## src/rtl/usb_ctl_pkg.sv

```systemverilog
// Shared definitions for the endpoint-0 standard-request engine: request codes,
// descriptor table, the compiled-in descriptor image and the FSM state type.
package usb_ctl_pkg;

    localparam logic [7:0] REQ_GET_STATUS        = 8'd0;
    localparam logic [7:0] REQ_SET_ADDRESS       = 8'd5;
    localparam logic [7:0] REQ_GET_DESCRIPTOR    = 8'd6;
    localparam logic [7:0] REQ_GET_CONFIGURATION = 8'd8;
    localparam logic [7:0] REQ_SET_CONFIGURATION = 8'd9;

    localparam logic [7:0] DESC_TYPE_DEVICE = 8'd1;
    localparam logic [7:0] DESC_TYPE_CONFIG = 8'd2;
    localparam logic [7:0] DESC_TYPE_STRING = 8'd3;

    localparam logic [7:0]  DESC_DEV_OFS = 8'd0;
    localparam logic [15:0] DESC_DEV_LEN = 16'd18;
    localparam logic [7:0]  DESC_CFG_OFS = 8'd18;
    localparam logic [15:0] DESC_CFG_LEN = 16'd34;

    localparam logic [7:0]  NUM_STR = 8'd2;
    localparam int          STR_IW  = $clog2(NUM_STR);
    localparam logic [7:0]  STR_OFS [NUM_STR] = '{8'd52, 8'd56};
    localparam logic [15:0] STR_LEN [NUM_STR] = '{16'd4, 16'd10};

    localparam int DESC_BYTES = 66;
    localparam int DESC_AW    = $clog2(DESC_BYTES);

    // Device (18) | configuration+interface+HID+endpoint (34) | string 0 (4) | string 1 "Acme" (10)
    localparam logic [7:0] DESC_IMAGE [DESC_BYTES] = '{
        8'h12, 8'h01, 8'h00, 8'h02, 8'h00, 8'h00, 8'h00, 8'h40, 8'h34, 8'h12,
        8'h78, 8'h56, 8'h00, 8'h01, 8'h01, 8'h00, 8'h00, 8'h01,
        8'h09, 8'h02, 8'h22, 8'h00, 8'h01, 8'h01, 8'h00, 8'h80, 8'h32,
        8'h09, 8'h04, 8'h00, 8'h00, 8'h01, 8'h03, 8'h00, 8'h00, 8'h00,
        8'h09, 8'h21, 8'h11, 8'h01, 8'h00, 8'h01, 8'h22, 8'h3F, 8'h00,
        8'h07, 8'h05, 8'h81, 8'h03, 8'h08, 8'h00, 8'h0A,
        8'h04, 8'h03, 8'h09, 8'h04,
        8'h0A, 8'h03, 8'h41, 8'h00, 8'h63, 8'h00, 8'h6D, 8'h00, 8'h65, 8'h00
    };

    typedef enum logic [2:0] {
        ST_IDLE,
        ST_DECODE,
        ST_PREFETCH,
        ST_SEND,
        ST_DRAIN,
        ST_WAIT_DONE,
        ST_STALL
    } ctl_state_e;

    typedef enum logic [1:0] {
        COMMIT_NONE,
        COMMIT_ADDR,
        COMMIT_CFG
    } commit_e;

    typedef struct packed {
        logic [3:0]  endpoint;
        logic [7:0]  request_type;
        logic [7:0]  request;
        logic [15:0] value;
        logic [15:0] length;
    } setup_t;

    typedef struct packed {
        logic        ok;
        logic [7:0]  ofs;
        logic [15:0] len;
    } desc_entry_t;

    function automatic desc_entry_t desc_lookup(input logic [15:0] w_value);
        desc_entry_t e;
        e = '0;
        case (w_value[15:8])
            DESC_TYPE_DEVICE: begin
                e.ok  = 1'b1;
                e.ofs = DESC_DEV_OFS;
                e.len = DESC_DEV_LEN;
            end
            DESC_TYPE_CONFIG: begin
                e.ok  = 1'b1;
                e.ofs = DESC_CFG_OFS;
                e.len = DESC_CFG_LEN;
            end
            DESC_TYPE_STRING: begin
                if (w_value[7:0] < NUM_STR) begin
                    e.ok  = 1'b1;
                    e.ofs = STR_OFS[w_value[STR_IW-1:0]];
                    e.len = STR_LEN[w_value[STR_IW-1:0]];
                end
            end
            default: ;
        endcase
        return e;
    endfunction

    function automatic logic [7:0] desc_byte(input logic [15:0] a);
        logic [7:0] b;
        b = 8'h00;
        if (a < 16'(DESC_BYTES)) b = DESC_IMAGE[a[DESC_AW-1:0]];
        return b;
    endfunction

endpackage

```

## src/rtl/usb_desc_rom.sv

```systemverilog
// Synchronous-read descriptor ROM. The image is compiled in from the package;
// ROM_FILE names that image, and an empty name yields an erased (0xFF) ROM.
module usb_desc_rom
    import usb_ctl_pkg::*;
#(
    parameter int    ROM_AW   = 8,
    parameter string ROM_FILE = "usb_desc.mem"
) (
    input  logic              clk,
    input  logic [ROM_AW-1:0] addr,
    output logic [7:0]        q
);

    logic [7:0] data_q;

    // NOTE: the ROM read register has no reset; it maps onto a block-RAM read
    // port, and consumers gate its output until a read has been issued.
    generate
        if (ROM_FILE != "") begin : g_image
            always_ff @(posedge clk) begin
                data_q <= desc_byte(16'(addr));
            end
        end else begin : g_erased
            always_ff @(posedge clk) begin
                data_q <= 8'hFF;
            end
        end
    endgenerate

    assign q = data_q;

endmodule

```

## src/rtl/usb_ctl_request.sv

```systemverilog
// Endpoint-0 standard-request engine: decodes SETUP, streams IN data from the
// descriptor ROM or a status mux, drains OUT data, commits address/config after status.
module usb_ctl_request
    import usb_ctl_pkg::*;
#(
    parameter int    ROM_AW   = 8,
    parameter string ROM_FILE = "usb_desc.mem",
    parameter bit    SELF_PWR = 1'b0
) (
    input  logic        clk,
    input  logic        rst_n,
    input  logic        ctl_start,
    input  logic [3:0]  ctl_endpoint,
    input  logic [7:0]  ctl_request_type,
    input  logic [7:0]  ctl_request,
    input  logic [15:0] ctl_value,
    input  logic [15:0] ctl_index,
    input  logic [15:0] ctl_length,
    input  logic        ctl_done,
    output logic [7:0]  xfer_tx_tdata,
    output logic        xfer_tx_tlast,
    output logic        xfer_tx_tvalid,
    input  logic        xfer_tx_tready,
    input  logic [7:0]  xfer_rx_tdata,
    input  logic        xfer_rx_tlast,
    input  logic        xfer_rx_tvalid,
    output logic        xfer_rx_tready,
    output logic        ctl_stall,
    output logic [6:0]  dev_addr,
    output logic [7:0]  dev_config,
    output logic        configured
);

    typedef logic [ROM_AW-1:0] rom_addr_t;

    ctl_state_e  state_q, state_d;
    setup_t      setup_q, setup_d;
    commit_e     commit_q, commit_d;
    logic        start_q;
    logic [15:0] remain_q, remain_d;
    rom_addr_t   ptr_q, ptr_d;
    rom_addr_t   rom_addr;
    logic        src_rom_q, src_rom_d;
    logic [15:0] stat_q, stat_d;
    logic [6:0]  pend_addr_q, pend_addr_d;
    logic [7:0]  pend_cfg_q, pend_cfg_d;
    logic [6:0]  dev_addr_q, dev_addr_d;
    logic [7:0]  dev_config_q, dev_config_d;
    logic        tvalid_q, tvalid_d;
    logic        tlast_q, tlast_d;
    logic        tready_q, tready_d;
    logic        stall_q, stall_d;
    logic        configured_q, configured_d;
    logic [7:0]  rom_q;

    logic start_rise, tx_beat, rx_beat;
    assign start_rise = ctl_start & ~start_q;
    assign tx_beat    = tvalid_q & xfer_tx_tready;
    assign rx_beat    = tready_q & xfer_rx_tvalid;

    // OUT data-stage bytes and wIndex carry nothing this engine acts on.
    logic unused_inputs;
    assign unused_inputs = ^{ctl_index, xfer_rx_tdata};

    usb_desc_rom #(
        .ROM_AW   (ROM_AW),
        .ROM_FILE (ROM_FILE)
    ) u_rom (
        .clk  (clk),
        .addr (rom_addr),
        .q    (rom_q)
    );

    desc_entry_t desc;
    logic        std_req, dir_in;
    logic [4:0]  recipient;
    logic        dec_in_ok, dec_out_ok, dec_src_rom;
    logic [15:0] dec_len, dec_stat, dec_remain;

    always_comb begin
        desc        = desc_lookup(setup_q.value);
        std_req     = (setup_q.request_type[6:5] == 2'b00) && (setup_q.endpoint == 4'd0);
        dir_in      = setup_q.request_type[7];
        recipient   = setup_q.request_type[4:0];
        dec_in_ok   = 1'b0;
        dec_out_ok  = 1'b0;
        dec_src_rom = 1'b0;
        dec_len     = 16'd0;
        dec_stat    = 16'd0;
        if (std_req) begin
            case (setup_q.request)
                REQ_GET_DESCRIPTOR: begin
                    if (dir_in && desc.ok) begin
                        dec_in_ok   = 1'b1;
                        dec_src_rom = 1'b1;
                        dec_len     = desc.len;
                    end
                end
                REQ_GET_STATUS: begin
                    if (dir_in && recipient <= 5'd2) begin
                        dec_in_ok = 1'b1;
                        dec_len   = 16'd2;
                        dec_stat  = (recipient == 5'd0) ? {15'd0, SELF_PWR} : 16'd0;
                    end
                end
                REQ_GET_CONFIGURATION: begin
                    if (dir_in) begin
                        dec_in_ok = 1'b1;
                        dec_len   = 16'd1;
                        dec_stat  = {8'h00, dev_config_q};
                    end
                end
                REQ_SET_ADDRESS:       dec_out_ok = !dir_in;
                REQ_SET_CONFIGURATION: dec_out_ok = !dir_in && (setup_q.value[7:1] == 7'd0);
                default: ;
            endcase
        end
        dec_remain = (setup_q.length < dec_len) ? setup_q.length : dec_len;
    end

    // NOTE: every *_d gets its hold value first, so no path through the case
    // statement can leave a signal unassigned and infer a latch.
    always_comb begin
        state_d      = state_q;
        setup_d      = setup_q;
        commit_d     = commit_q;
        remain_d     = remain_q;
        ptr_d        = ptr_q;
        src_rom_d    = src_rom_q;
        stat_d       = stat_q;
        pend_addr_d  = pend_addr_q;
        pend_cfg_d   = pend_cfg_q;
        dev_addr_d   = dev_addr_q;
        dev_config_d = dev_config_q;
        rom_addr     = ptr_q;

        if (start_rise) begin
            // A new SETUP overrides whatever was in flight, including pending commits.
            setup_d  = '{endpoint: ctl_endpoint, request_type: ctl_request_type,
                         request: ctl_request, value: ctl_value, length: ctl_length};
            commit_d = COMMIT_NONE;
            state_d  = ST_DECODE;
        end else begin
            case (state_q)
                ST_IDLE: ;
                ST_DECODE: begin
                    state_d = ST_STALL;
                    if (dec_in_ok) begin
                        ptr_d     = rom_addr_t'(desc.ofs);
                        src_rom_d = dec_src_rom;
                        stat_d    = dec_stat;
                        remain_d  = dec_remain;
                        state_d   = (setup_q.length == 16'd0) ? ST_WAIT_DONE : ST_PREFETCH;
                    end else if (dec_out_ok) begin
                        if (setup_q.request == REQ_SET_ADDRESS) begin
                            pend_addr_d = setup_q.value[6:0];
                            commit_d    = COMMIT_ADDR;
                        end else begin
                            pend_cfg_d = setup_q.value[7:0];
                            commit_d   = COMMIT_CFG;
                        end
                        state_d = (setup_q.length != 16'd0) ? ST_DRAIN : ST_WAIT_DONE;
                    end
                end
                ST_PREFETCH: state_d = ST_SEND;
                ST_SEND: begin
                    // Look one byte ahead on a beat so the ROM keeps pace with tready.
                    if (tx_beat) begin
                        rom_addr = ptr_q + 1'b1;
                        ptr_d    = ptr_q + 1'b1;
                        remain_d = remain_q - 16'd1;
                        stat_d   = {8'h00, stat_q[15:8]};
                        if (tlast_q) state_d = ST_WAIT_DONE;
                    end
                end
                ST_DRAIN: begin
                    if (rx_beat && xfer_rx_tlast) state_d = ST_WAIT_DONE;
                end
                ST_WAIT_DONE: begin
                    if (ctl_done) begin
                        if (commit_q == COMMIT_ADDR) dev_addr_d = pend_addr_q;
                        if (commit_q == COMMIT_CFG) dev_config_d = pend_cfg_q;
                        commit_d = COMMIT_NONE;
                        state_d  = ST_IDLE;
                    end
                end
                ST_STALL: ;
                default: state_d = ST_IDLE;
            endcase
        end

        tvalid_d     = (state_d == ST_SEND);
        tlast_d      = tvalid_d && (remain_d == 16'd1);
        tready_d     = (state_d == ST_DRAIN);
        stall_d      = (state_d == ST_STALL);
        configured_d = (dev_config_d != 8'd0);
    end

    // NOTE: sequential state uses non-blocking assignments only, so every flop
    // samples the pre-edge value of every other flop.
    always_ff @(posedge clk or negedge rst_n) begin
        if (!rst_n) begin
            state_q      <= ST_IDLE;
            setup_q      <= '0;
            commit_q     <= COMMIT_NONE;
            start_q      <= 1'b0;
            remain_q     <= 16'd0;
            ptr_q        <= '0;
            src_rom_q    <= 1'b0;
            stat_q       <= 16'd0;
            pend_addr_q  <= 7'd0;
            pend_cfg_q   <= 8'd0;
            dev_addr_q   <= 7'd0;
            dev_config_q <= 8'd0;
            tvalid_q     <= 1'b0;
            tlast_q      <= 1'b0;
            tready_q     <= 1'b0;
            stall_q      <= 1'b0;
            configured_q <= 1'b0;
        end else begin
            state_q      <= state_d;
            setup_q      <= setup_d;
            commit_q     <= commit_d;
            start_q      <= ctl_start;
            remain_q     <= remain_d;
            ptr_q        <= ptr_d;
            src_rom_q    <= src_rom_d;
            stat_q       <= stat_d;
            pend_addr_q  <= pend_addr_d;
            pend_cfg_q   <= pend_cfg_d;
            dev_addr_q   <= dev_addr_d;
            dev_config_q <= dev_config_d;
            tvalid_q     <= tvalid_d;
            tlast_q      <= tlast_d;
            tready_q     <= tready_d;
            stall_q      <= stall_d;
            configured_q <= configured_d;
        end
    end

    assign xfer_tx_tdata  = !tvalid_q ? 8'h00 : (src_rom_q ? rom_q : stat_q[7:0]);
    assign xfer_tx_tlast  = tlast_q;
    assign xfer_tx_tvalid = tvalid_q;
    assign xfer_rx_tready = tready_q;
    assign ctl_stall      = stall_q;
    assign dev_addr       = dev_addr_q;
    assign dev_config     = dev_config_q;
    assign configured     = configured_q;

endmodule

```

## config.mk

```make
export PLATFORM = sky130hd
export DESIGN_NAME = usb_ctl_request
export DESIGN_NICKNAME = d
export VERILOG_FILES = /design/src/rtl/usb_ctl_pkg.sv /design/src/rtl/usb_desc_rom.sv /design/src/rtl/usb_ctl_request.sv
export SDC_FILE = /design/constraint.sdc
export NUM_CORES = 1
export LEC_CHECK = 0
export ABC_CLOCK_PERIOD_IN_PS = 6130
export CAP_MARGIN = 20
export CORE_MARGIN = 2
export CORE_UTILIZATION = 25
export CTS_CLUSTER_SIZE = 30
export DETAILED_ROUTE_END_ITERATION = 7
export GPL_TIMING_DRIVEN = 0
export HOLD_SLACK_MARGIN = 0.1
export PLACE_DENSITY = 0.52
export SYNTH_ARGS = -nofsm -noshare
export SYNTH_HDL_FRONTEND = slang
export SYNTH_SLANG_ARGS = --single-unit
```

## constraint.sdc

```tcl
create_clock -name clk -period 6.13 [get_ports clk]
set_clock_uncertainty 0.15 [all_clocks]
set_input_delay 0.9195 -clock clk [delete_from_list [all_inputs] [get_ports clk]]
set_output_delay 0.9195 -clock clk [all_outputs]
set_load 0.01 [all_outputs]
```

After elaboration in Yosys (flattened, before gate mapping)
Memories as Yosys holds them, arrays and structs flattened. A register that Yosys moved wholly into a read port is not among the register bits.
Index checks and enable logic that the tools add are counted.
Widths: inputs -> output; s select.
- magnitude comparators: 5
- $add $sub $neg: 2
- bitwise logic cells: 9
- multiplexer cells: 60
- reductions and logical operators: 26
- eq/ne operators: 24
- operator list (kind ; count):
    $mux 16 ; 10
    $mux 8 ; 15
    $pmux 25 s3 ; 1
    $pmux 16 s2 ; 2
    $pmux 16 s3 ; 1
    $mux 25 ; 1
    $mux 3 ; 7
    $pmux 3 s6 ; 1
    $eq 16x1->1 const B ; 1
    $eq 8x2->1 const B ; 2
    $eq 8x3->1 const B ; 2
    $eq 8x4->1 const B ; 2
    $logic_not 16->1 ; 1
    $lt 16x16->1 ; 1
    $pmux 8 s2 ; 1
    $reduce_bool 16->1 ; 1
    $sub 16x1->16 const B ; 1
    $eq 3x3->1 const B ; 5
    $mux 2 ; 7
    $reduce_and 4->1 ; 3
    $reduce_and 5->1 ; 2
    $eq 3x2->1 const B ; 3
    $mux 1 ; 9
    $ne 3x3->1 const B ; 3
    30 further kinds ; 44
- output and inout bits: 28
- memories: 1
- word-level logic and storage cells: 148
- flip-flop bits (word level): 134
- input port bits: 83
- memory bits (read-only): 1024
- memories (memory ; words ; bits a word ; rd ports ; clocked after Yosys merged registers in ; write ports ; line ; source):
    (name not given) ; 128 ; 8 ; 1 ; 1 ; 0 ; usb_ctl_pkg.sv:99 ; if (a < 16'(DESC_BYTES)) b = DESC_IMAGE[a[DESC_AW-1:0]];

Logic depth before layout (Yosys ltp)
Gate-level depths: netlist of the first run.
- depth in word-level cells: 17
- gate-level depth with buffers: 16

Modules after synthesis
A second synthesis of the first run with hierarchy kept.
- cells, all modules: 768
- area total of the unflattened synthesis: 7071.8 µm²
- modules (own cells, without submodules) (module ; area each (µm²) ; cells an instance ; instances):
    usb_ctl_request ; 6168.4 ; 653 ; 1
    usb_desc_rom ; 903.4 ; 115 ; 1

Worst setup path after synthesis of the first run
No wires, ideal clock.
- path type: flip-flop to flip-flop
- start: register setup_q[46] (netlist name)
- end: register tlast_q, in the netlist xfer_tx_tlast
- cell stages (with the launch flop): 15
- library setup time: 0.096 ns
- period minus slack after synthesis: 4.087 ns
- arrival: 3.841 ns
- setup slack: 2.043 ns
- required time: 5.884 ns
- cells stage by stage: dfrtp_1 > nor4_1 > nand4_1 > nor3_1 > nand3_1 > ha_1 > a21oi_1 > a2111oi_0 > o41a_1 > or2_2 > clkbuf_1 > mux2_2 > o21ai_0 > or4_1 > nor4_2
- word-level cells in the longest chain between the ends: 10
- elaborated cells between the ends (all ways): 17
- ends and longest elaborated chain (item ; line ; source):
    start, declared ; usb_ctl_request.sv:37 ; setup_t setup_q, setup_d;
    start signal, assigned ; usb_ctl_request.sv:222 ; setup_q <= setup_d;
    $logic_not 2->1 * ; usb_ctl_request.sv:82 ; std_req = (setup_q.request_type[6:5] == 2'b00) && (setup_q.endpoint == 4'd0);
    $logic_and 1x1->1 * ; usb_ctl_request.sv:82 ;
    $mux 16 ; usb_ctl_request.sv:90 ; if (std_req) begin
    $lt 16x16->1 ; usb_ctl_request.sv:118 ; dec_remain = (setup_q.length < dec_len) ? setup_q.length : dec_len;
    $mux 16 ; usb_ctl_request.sv:118 ;
    $mux 16 * ; usb_ctl_request.sv:148 ; if (dec_in_ok) begin
    $pmux 16 s2 * ; usb_ctl_request.sv:144 ; case (state_q)
    $mux 16 * ; usb_ctl_request.sv:137 ; if (start_rise) begin
    named net remain_d[3] ; usb_ctl_request.sv:40 ; logic [15:0] remain_q, remain_d;
    $eq 16x1->1 * ; usb_ctl_request.sv:193 ; tlast_d = tvalid_d && (remain_d == 16'd1);
    $logic_and 1x1->1 * ; usb_ctl_request.sv:193 ;
    named net tlast_d ; usb_ctl_request.sv:50 ; logic tlast_q, tlast_d;
    end signal, assigned ; usb_ctl_request.sv:234 ; tlast_q <= tlast_d;
    end, declared ; usb_ctl_request.sv:50 ;
The timed path passes the listed nets; every way through them passes the cells marked *.
A chain may end at the register's enable or synchronous reset.

Worst setup path after layout of the first run
- start: register setup_q[20] (netlist name)
- end: register tlast_q, in the netlist xfer_tx_tlast
- word-level cells in the longest chain between the ends: 14
- elaborated cells between the ends (all ways): 26
- ends and longest elaborated chain (item ; line ; source):
    $lt 8x2->1 * ; usb_ctl_pkg.sv:85 ; if (w_value[7:0] < NUM_STR) begin
    $mux 25 * ; usb_ctl_pkg.sv:85 ;
    $pmux 25 s3 * ; usb_ctl_pkg.sv:73 ; case (w_value[15:8])
    $logic_and 1x1->1 ; usb_ctl_request.sv:93 ; if (dir_in && desc.ok) begin
    $mux 16 ; usb_ctl_request.sv:93 ;
    $pmux 16 s3 ; usb_ctl_request.sv:91 ; case (setup_q.request)
    $mux 16 ; usb_ctl_request.sv:90 ;
    $lt 16x16->1 ; usb_ctl_request.sv:118 ;
    $mux 16 ; usb_ctl_request.sv:118 ;
    $mux 16 * ; usb_ctl_request.sv:148 ;
    $pmux 16 s2 * ; usb_ctl_request.sv:144 ;
    $mux 16 * ; usb_ctl_request.sv:137 ;
    named net remain_d[3] ; usb_ctl_request.sv:40 ;
    $eq 16x1->1 * ; usb_ctl_request.sv:193 ;
    $logic_and 1x1->1 * ; usb_ctl_request.sv:193 ;
    named net tlast_d ; usb_ctl_request.sv:50 ;
Marks and branches as above.

==> flow_summary.ini, run 1 <==
[status]
status = completed

[timing]
period_needed_ns = 5.39
rsz0062_at_grt = false
worst_pin_slew_ns = 1.07
setup-violations-final = 0
finalHoldViolCount = 0
slew_headroom = 0.284
fin_ws_ns = 0.737
finalMaxSlewViolations = 0
achievable-frequency_mhz = 185
period_share = 0.880

[floorplanning]
die_h_um = 172
die_width_um = 172
coreArea_um2 = 27700
die-area_um2 = 29500
ios = 111
row_count = 61
start_util = 0.254

[flow_run]
max_cap_violations = 0

[setup_path]
cp_max_fo = 6
r2r_setup_slack_ns = 0.74
crit_path_end_kind = register
required_ns = 6.29
r2r-start = setup_q[20]
worstPathArrival_ns = 5.55
ff2ff_path_depth = 14
cp-start-kind = register
r2r_end = xfer_tx_tlast
crit_type = reg -> reg

[global_route]
grt-ovfl-total = 0
grt_pass1_wl_um = 32900
grt_util_all_layers = 0.143
antenna_found_initial = 0
grt_pass1_vias = 6126
grt_max_degree = 66

[cts]
clock_path_buffers = 2
tritoncts = done
h-tree-depth = 4
cts_buffers = 17
cts_resized = 0
root_buffer = clkbuf_16
post_cts_buffers = 0
worstSkewPairLatency_ns = 0.42
clock_sinks = 134
clk_pin_slew_worst_paths_ns = 0.06
postCtsHoldBufs = 0

[yosys]
ys_ff_latch = 134
netlist_area_um2 = 7030
yosys_warnings = 0
synthCells = 788
yosys-top-cells-area = dfrtp_1 (45%), nand2_1 (11%), mux2_2 (4.3%)
synth_top_area_share = 0.449
ys_top_cells_by_count = nand2_1 (211), dfrtp_1 (126), nor2_1 (46), o21ai_0 (35), clkbuf_1 (33)
synth_flop_cell = dfrtp_1
synth_edf_count = 0
ys_seq_area_frac = 0.472
avgSynthCellArea_um2 = 8.92
async_flop_share = 0.940
syn_nets = 883
synth_most_common_cell = nand2_1
synth.distinct_cells = 65
yosys.area.top_type = dfrtp_1

[detailed_routing]
post_drt_wl_per_cell_um = 15.6
wl_um = 20000
drt_iter0_markers = 474
viasPerCell = 4.81
remaining_drc_errors = 0
dr_total_vias = 6185
drt-pass1-iter-count = 5
antenna_left = 0

[place]
post_dp_cell_area_um2 = 8390
gp_congestion = 0.849
dpl.hpwl_um = 14900
dp_slack_ns = 0.748
portBuffers = 86
placed_cells = 1253

[power]
power_mw = 3.29
p_per_area_nw_per_um2 = 363
p_leak_nw = 3.86
ir_drop_mv = 0.206

[finish]
stdcell_count = 1285
post-route-util = 0.327
seqCellArea_um2 = 3310
multi_input_area_um2 = 3520
diodes = 0
finalNetCount = 989
fill_cells = 2888
layout-drive-gt1-share = 0.0827
syn_to_final_growth_pct = 28.9
design_area_um2 = 9050

[min_path]
hp-class = in -> async
-- cells by family after synthesis --
kind of cell             count (synthesis)  synth area share
buffers and inverters                   52            0.0280
AND/OR/NAND/NOR                        388             0.258
multiplexers                            41            0.0632
flip-flops                             134             0.472
AO/OA/AOI/OAI                          150             0.144
XOR/XNOR                                11            0.0137
adder cells (fa/ha/maj)                 12            0.0214
-- critical path, cell delays in order, from the launching register on --
cell and delay [ns]:
dfrtp_1 0.39, nor4_1 0.80, nand2_1 0.15, nor3_1 0.56
nand3_1 0.22, ha_1 0.36, a21oi_1 0.07, a2111oi_0 0.84
o41a_1 0.31, or2_2 0.11, clkbuf_1 0.25, mux2_2 0.23
o21ai_0 0.09, or4_1 0.54, nor4_2 0.21
-- layout make-up --
cell class              instances  share of cell area
multi-input cells             602               0.388
well taps                     378              0.0522
clock buffers                  17              0.0470
plain buffers                  36              0.0151
repair buffers                 87              0.0982
inverters                      16             0.00663
flip-flops and latches        134               0.366
clock inverters                15              0.0267
-- state kept, by name, summed over array words and instances, names as in the netlist --
name	cells
stat_q	8
remain_q	16
pend_cfg_q	8
xfer_rx_tready	1
commit_q	2
setup_q	46
ctl_stall	1
xfer_tx_tvalid	1
configured	1
start_q	1
src_rom_q	1
pend_addr_q	7
recipient	5
dir_in	1
dev_config	8
dev_addr	7
xfer_tx_tlast	1
u_rom.q	8
ptr_q	8
state_q	3
-- stage by stage --
| step | hold WS (ns) | TNS [ns] |
|---|---|---|
| 2_1_floorplan | 0.291 | 0 |
| 3_3_place_gp | 0.308 | -160.68 |
| 3_5_place_dp | 0.313 | 0 |
| 4_1_cts | 0.328 | 0 |
| 5_1_grt | 0.348 | 0 |
| 6_report | 0.324 | 0 |
-- where the power goes --
part,switching [mW],internal [mW]
Sequential,0.123,1.02
Clock,0.425,0.734
Combinational,0.628,0.362
-- how the worst max path moves through the flow --
| stage | start | end | slack, ns | cells after the start |
|---|---|---|---|---|
| 2_1_floorplan | setup_q[46] | xfer_tx_tlast | 2.04 | 14 |
| 3_3_place_gp | rst_n | remain_q[7] | -1.29 | 1 |
| 3_5_place_dp | setup_q[20] | xfer_tx_tlast | 0.75 | 14 |
| 4_1_cts | setup_q[20] | xfer_tx_tlast | 0.71 | 14 |
| 5_1_grt | setup_q[20] | xfer_tx_tlast | 0.38 | 14 |
| 6_report | setup_q[20] | xfer_tx_tlast | 0.74 | 14 |
-- per-layer routing --
layer	GRT usage	wire, um	vias up
met5	0	0	-
met4	0.0578	464	0
met3	0.0249	972	30
met2	0.229	9400	217
met1	0.191	9170	2925
li1	-	-	3013
-- cell usage in the layout (no fill, tap or decap), types with 9 or more instances in the layout --
cell type / count
a22o_1: 10
a21oi_1: 30
nor2_1: 46
dfrtp_1: 126
a211oi_1: 12
clkdlybuf4s50_1: 85
clkbuf_1: 33
nor3_1: 21
and2_1: 9
nor2b_1: 13
ha_1: 12
mux2_2: 27
mux2i_1: 14
inv_1: 15
nor4_1: 17
clkbuf_16: 17
o21ai_0: 35
nand2_1: 211
nand3_1: 16
Power figures use the tool's default switching activity.
==> inputs of run 2 (changes only) <==
ABC_CLOCK_PERIOD_IN_PS = 6100   (was 6130)
clock period = 6.1 ns   (was 6.13 ns; I/O delays follow)
==> results of run 2 <==
Same layout as run 1 (identical final DEF). Status: completed.
Main changes from that run: setup slack after placement 0.748 ns -> 0.718 ns; setup slack after layout 0.737 ns -> 0.707 ns; hold slack 0.324 ns -> 0.319 ns; register-to-register setup slack 0.74 ns -> 0.71 ns; total power 3.29 mW -> 3.31 mW; worst IR drop on VDD 0.206 mV -> 0.208 mV
==> RTL change 1 (flow settings as in run 2) <==
Set the parameter `SELF_PWR` to 1'b1 (it was 1'b0).
--- a/src/rtl/usb_ctl_request.sv
+++ b/src/rtl/usb_ctl_request.sv
@@ -5,7 +5,7 @@
 #(
     parameter int    ROM_AW   = 8,
     parameter string ROM_FILE = "usb_desc.mem",
-    parameter bit    SELF_PWR = 1'b0
+    parameter bit    SELF_PWR = 1'b1
 ) (
     input  logic        clk,
     input  logic        rst_n,
Check against the original RTL: not equivalent (a bounded check fails within 4 cycles, from zero or initial values and one cycle with rst_n low).
==> RTL change 1 against run 2 <==
Via count increased by 0.73%; routed wire length increased by 1.4%; power decreased by 0.64%; sequential cell count unchanged; largest power group is now sequential cells; largest cell class unchanged; clock power decreased by 13%; synthesized cell count increased by 2.0%; design area increased by 0.68%; sequential share of layout area decreased by 0.25 points; count of clock-buffer cells in the layout increased by 3; setup slack improved by 0.60 ns; first-iteration DRC count decreased by 26%; area after synthesis increased by 2.0%; global-route usage decreased by 0.59 points.
==> RTL change 1: results (changes against run 2) <==
• status: finished clean
• layout net count: 1006, +1.7%
• sequential fraction of the synthesis area: 0.4621, -0.009465
• largest registers: setup_q x46, remain_q x16
• CP max stage delay: 0.59 ns, -0.25 ns
• number of cells in the finished layout apart from fillers: 1302, +1.3%
• worst reg2reg setup slack: 1.54 ns, +0.83 ns
• largest delay contributor family on the critical path: buffers and inverters
• maximum number of pins on one net before global-route repair: 72, +9.1%
• met1 global-route usage: 0.1879, -0.003136
• met3 GRT Util: 0.02434, -0.0005083
• first-pass GRT wire length: 33150 um, +0.61%
• critical path startpoint: ctl_start
• placement-stage cell area: 8532 sq um, +1.7%
• M1 wire length: 9651 um, +5.2%
• met3 wire len: 750 um, -23%
• DP Worst Slack: 0.9809 ns, +0.2627 ns
• CP max stage cell: sky130_fd_sc_hd__buf_1
• fraction of final layout cells with drive strength greater than 1: 0.08766, +0.004972
• total via count in the routed design: 6230, +0.73%
• Cell Int Power: 2037 uW, -4.1%
• maximum fanout encountered on the critical timing path: 12, +6
• average wire per standard cell: 15.59 um, +0.10%
• fraction of registers with async set/reset: 0.9403, unchanged
• number of instances resized during post-cts repair: 0, unchanged
• Skew-Pair Late Insertion Delay: 0.42 ns, about the same
• CTS H-tree depth: 4, unchanged
• DP Cell Count: 1269, +1.3%
• Synth area leaders: sky130_fd_sc_hd__dfrtp_1 (44%), sky130_fd_sc_hd__nand2_1 (11%), sky130_fd_sc_hd__mux2_2 (3.5%)
• highest ir drop seen on vdd: 196.7 uV, -5.2%
• static power due to leakage: 0.003870 uW, +0.22%
• transition time at the pin with the least slew margin: 1.063 ns, -0.002998 ns
• top routing layer used: met4
• total inserted antenna cells: 0, unchanged
• commonest cells in the netlist: sky130_fd_sc_hd__nand2_1 (219), sky130_fd_sc_hd__dfrtp_1 (126), sky130_fd_sc_hd__nor2_1 (43)
• synth warn: 0, unchanged
• worst-case hold slack: 0.2940 ns, -0.02512 ns
• sequential cell area: 3313 sq um, unchanged
• Clock Root Buffer: sky130_fd_sc_hd__clkbuf_16
• length of the first detailed-routing pass in iterations: 5, unchanged
• number of synthesized flops with an enable pin: 0, unchanged
• filler cell count in the final layout: 2987, +3.4%
• Syn Nets: 899, +1.8%
• share of the clock period used by the worst path: 0.7856, -0.09851
• met2 WL post-DR: 9656 um, +2.7%
• number of global-route vias before repair: 6061, -1.1%
• routability congestion estimate: 0.8724, +2.8%
• post-detailed-placement half-perimeter wirelength: 14990 um, +0.90%
• GR Util met2: 0.2240, -0.004916
• overall fraction of global-route tracks in use: 0.1371, -0.005893
• gate count after technology mapping: 804, +2.0%
• initial drt markers: 349, -26%
• Arr. time, crit path: 4.98 ns, -0.57 ns
• number of distinct standard cells referenced by the synthesized netlist: 80, +23%
==> RTL change 1: cell count changes after synthesis, moves of 4 or more <==
cell                       change
sky130_fd_sc_hd__a32oi_1       +4
sky130_fd_sc_hd__nor3_1        -6
sky130_fd_sc_hd__nor4_1        -5
sky130_fd_sc_hd__buf_1         +4
sky130_fd_sc_hd__mux2_2        -5
sky130_fd_sc_hd__nand4_1       +7
sky130_fd_sc_hd__a21oi_1       +6
sky130_fd_sc_hd__a211oi_1      -4
sky130_fd_sc_hd__nand2_1       +8
==> RTL change 1: logic make-up after synthesis <==
group           share of synthesized area
compound gates                     0.1497
xor+xnor                          0.01588
fa+ha+maj                         0.02094
buf+inv                           0.03159
flops                              0.4621
mux                               0.05270
simple gates                       0.2670
==> RTL change 1: layout make-up <==
type	count	share of cell area
Tap cell	378	0.05188
Clock buffer	20	0.04900
Timing Repair Buffer	88	0.09841
Clock inverter	12	0.01427
Sequential cell	134	0.3634
Multi-Input combinational cell	614	0.3982
Buffer	43	0.01949
Inverter	13	0.005353
==> RTL change 1: power by group through the flow <==
stage | Combinational, uW | Sequential (uW) | Clock [uW]
after floorplan | 788 | 1130 | 0
after global placement | 1120 | 1160 | 0
after detailed placement | 1120 | 1160 | 0
after CTS | 1120 | 1140 | 1030
after global routing | 1260 | 1170 | 1070
final | 1130 | 1150 | 1010
==> RTL change 1: path summary, 6_finish.rpt <==
| check | endpoint | depth (start not counted) |
|---|---|---|
| worst max-delay path | u_rom.q[2] | 13 |
| worst min-delay path | dev_addr[2] | 1 |
| worst max register to register | xfer_tx_tlast | 14 |
| worst min register to register | setup_q[27] | 2 |
| max in group asynchronous | xfer_tx_tvalid | 2 |
| min in group clk | setup_q[27] | 2 |
==> RTL change 2 (config.mk and constraints of run 2) <==
Made on the original files. Encoding of `commit_e`: now one-hot (3 bits for 3 values).
--- a/src/rtl/usb_ctl_pkg.sv
+++ b/src/rtl/usb_ctl_pkg.sv
@@ -47,10 +47,10 @@
         ST_STALL
     } ctl_state_e;
 
-    typedef enum logic [1:0] {
-        COMMIT_NONE,
-        COMMIT_ADDR,
-        COMMIT_CFG
+    typedef enum logic [2:0] {
+        COMMIT_NONE = 3'b001,
+        COMMIT_ADDR = 3'b010,
+        COMMIT_CFG  = 3'b100
     } commit_e;
 
     typedef struct packed {
Behaviour: same outputs for any inputs over 4 cycles, from zero or initial values and one cycle with rst_n low; so few cycles prove little.
==> RTL change 2 against run 2 <==
Design area increased by 0.33%; sequential cell count increased by 1; hold slack worse by 0.075 ns; critical path type unchanged; die area is 1.1% higher; critical endpoint unchanged; setup slack improved by 0.26 ns; area after synthesis up 1.2%; power fell by 4.3%; routed wire length decreased by 6.6%; combinational power decreased by 3.8%.
==> RTL change 2: results (changes against run 2) <==
• Non-clk invs: 11, -5
• post-synthesis compound-gate area fraction: 0.1232, -0.02102
• final-layout clock-cell area share: 0.06776, -0.005890
• combinational group share of total power: 0.302, about the same
• number of clock sinks: 135, +0.75%
• total via count in the routed design: 5935, -4.0%
• total of clock buffers placed in the layout: 17, unchanged
• initial drt markers: 346, -27%
• sequential fraction of the synthesis area: 0.4699, -0.001700
• Clock Root Buffer: sky130_fd_sc_hd__clkbuf_16
• max-slew headroom at the worst pin: 0.4357, +0.1512
• sequential cell area: 3339 sq um, +0.79%
• CP max stage cell: sky130_fd_sc_hd__nor3b_1
• commonest cells in the netlist: sky130_fd_sc_hd__nand2_1 (215), sky130_fd_sc_hd__dfrtp_1 (126), sky130_fd_sc_hd__nor2_1 (42)
• Netlist Area Pre-Place: 7107 sq um, +1.2%
• static power due to leakage: 0.003951 uW, +2.3%
• met3 GRT Util: 0.02111, -0.003742
• fraction of registers with async set/reset: 0.9407, about the same
• Synth area leaders: sky130_fd_sc_hd__dfrtp_1 (44%), sky130_fd_sc_hd__nand2_1 (11%), sky130_fd_sc_hd__mux2_2 (4.3%)
• highest ir drop seen on vdd: 212.8 uV, +2.6%
• CP max stage delay: 0.71 ns, -0.13 ns
• fraction of final layout cells with drive strength greater than 1: 0.09813, +0.01544
• status: finished clean
• first-pass GRT wire length: 30840 um, -6.4%
• fraction of synthesized cell area in xor and xnor cells: 0.01479, +0.001075
• combinational-cell power consumption: 956 uW, -3.8%
• post-route cell area: 9085 sq um, +0.33%
• DP Worst Slack: 0.9805 ns, +0.2624 ns
• buffering overhead: 0.1194, +0.006098
• met1 global-route usage: 0.1683, -0.02272
• overall fraction of global-route tracks in use: 0.1276, -0.01533
• switching power as a share of total power: 0.3495, -0.007922
• Plain + repair buffers: 128, +4.1%
• length of the first detailed-routing pass in iterations: 4, -1
• share of synthesized cell area in full adder, half adder and majority cells: 0.02113, -0.0002446
• Total Routed Length: 18690 um, -6.6%
• maximum number of pins on one net before global-route repair: 87, +32%
• post-detailed-placement half-perimeter wirelength: 13880 um, -6.6%
• combined area of the multi-input logic cells: 3531 sq um, +0.43%
• number of distinct standard cells referenced by the synthesized netlist: 78, +20%
• multiplexer share of the synthesized area: 0.06391, +0.0006849
• filler cell count in the final layout: 2922, +1.2%
[RTL change 2: worst paths after layout]
check                           endpoint    startpoint  cells past startpoint  slack (ns)
max                        xfer_tx_tlast   setup_q[20]                     14        0.96
min                          setup_q[14]         rst_n                      1        0.24
max reg2reg                xfer_tx_tlast   setup_q[20]                     14        0.96
min reg2reg                 recipient[0]  recipient[0]                      2        0.32
max in group asynchronous    commit_q[0]         rst_n                      2        4.79
min in group clk            recipient[0]  recipient[0]                      2        0.32
[RTL change 2: per-stage QoR]
stage                     hold WS, ns  instances
after global placement         0.3063       1252
after global routing           0.2575       1285
after detailed placement       0.3121       1253
after floorplan                0.2874        788
after CTS                      0.2539       1285
final                          0.2446       1285
[RTL change 2: routing by layer]
layer  up-vias  wire length [um]  share of wire
li1       2981                 -              -
met1      2783              8631           0.46
met2       149              9055           0.48
met3        22               722          0.039
met4         0               285          0.015
met5         -                 0              0
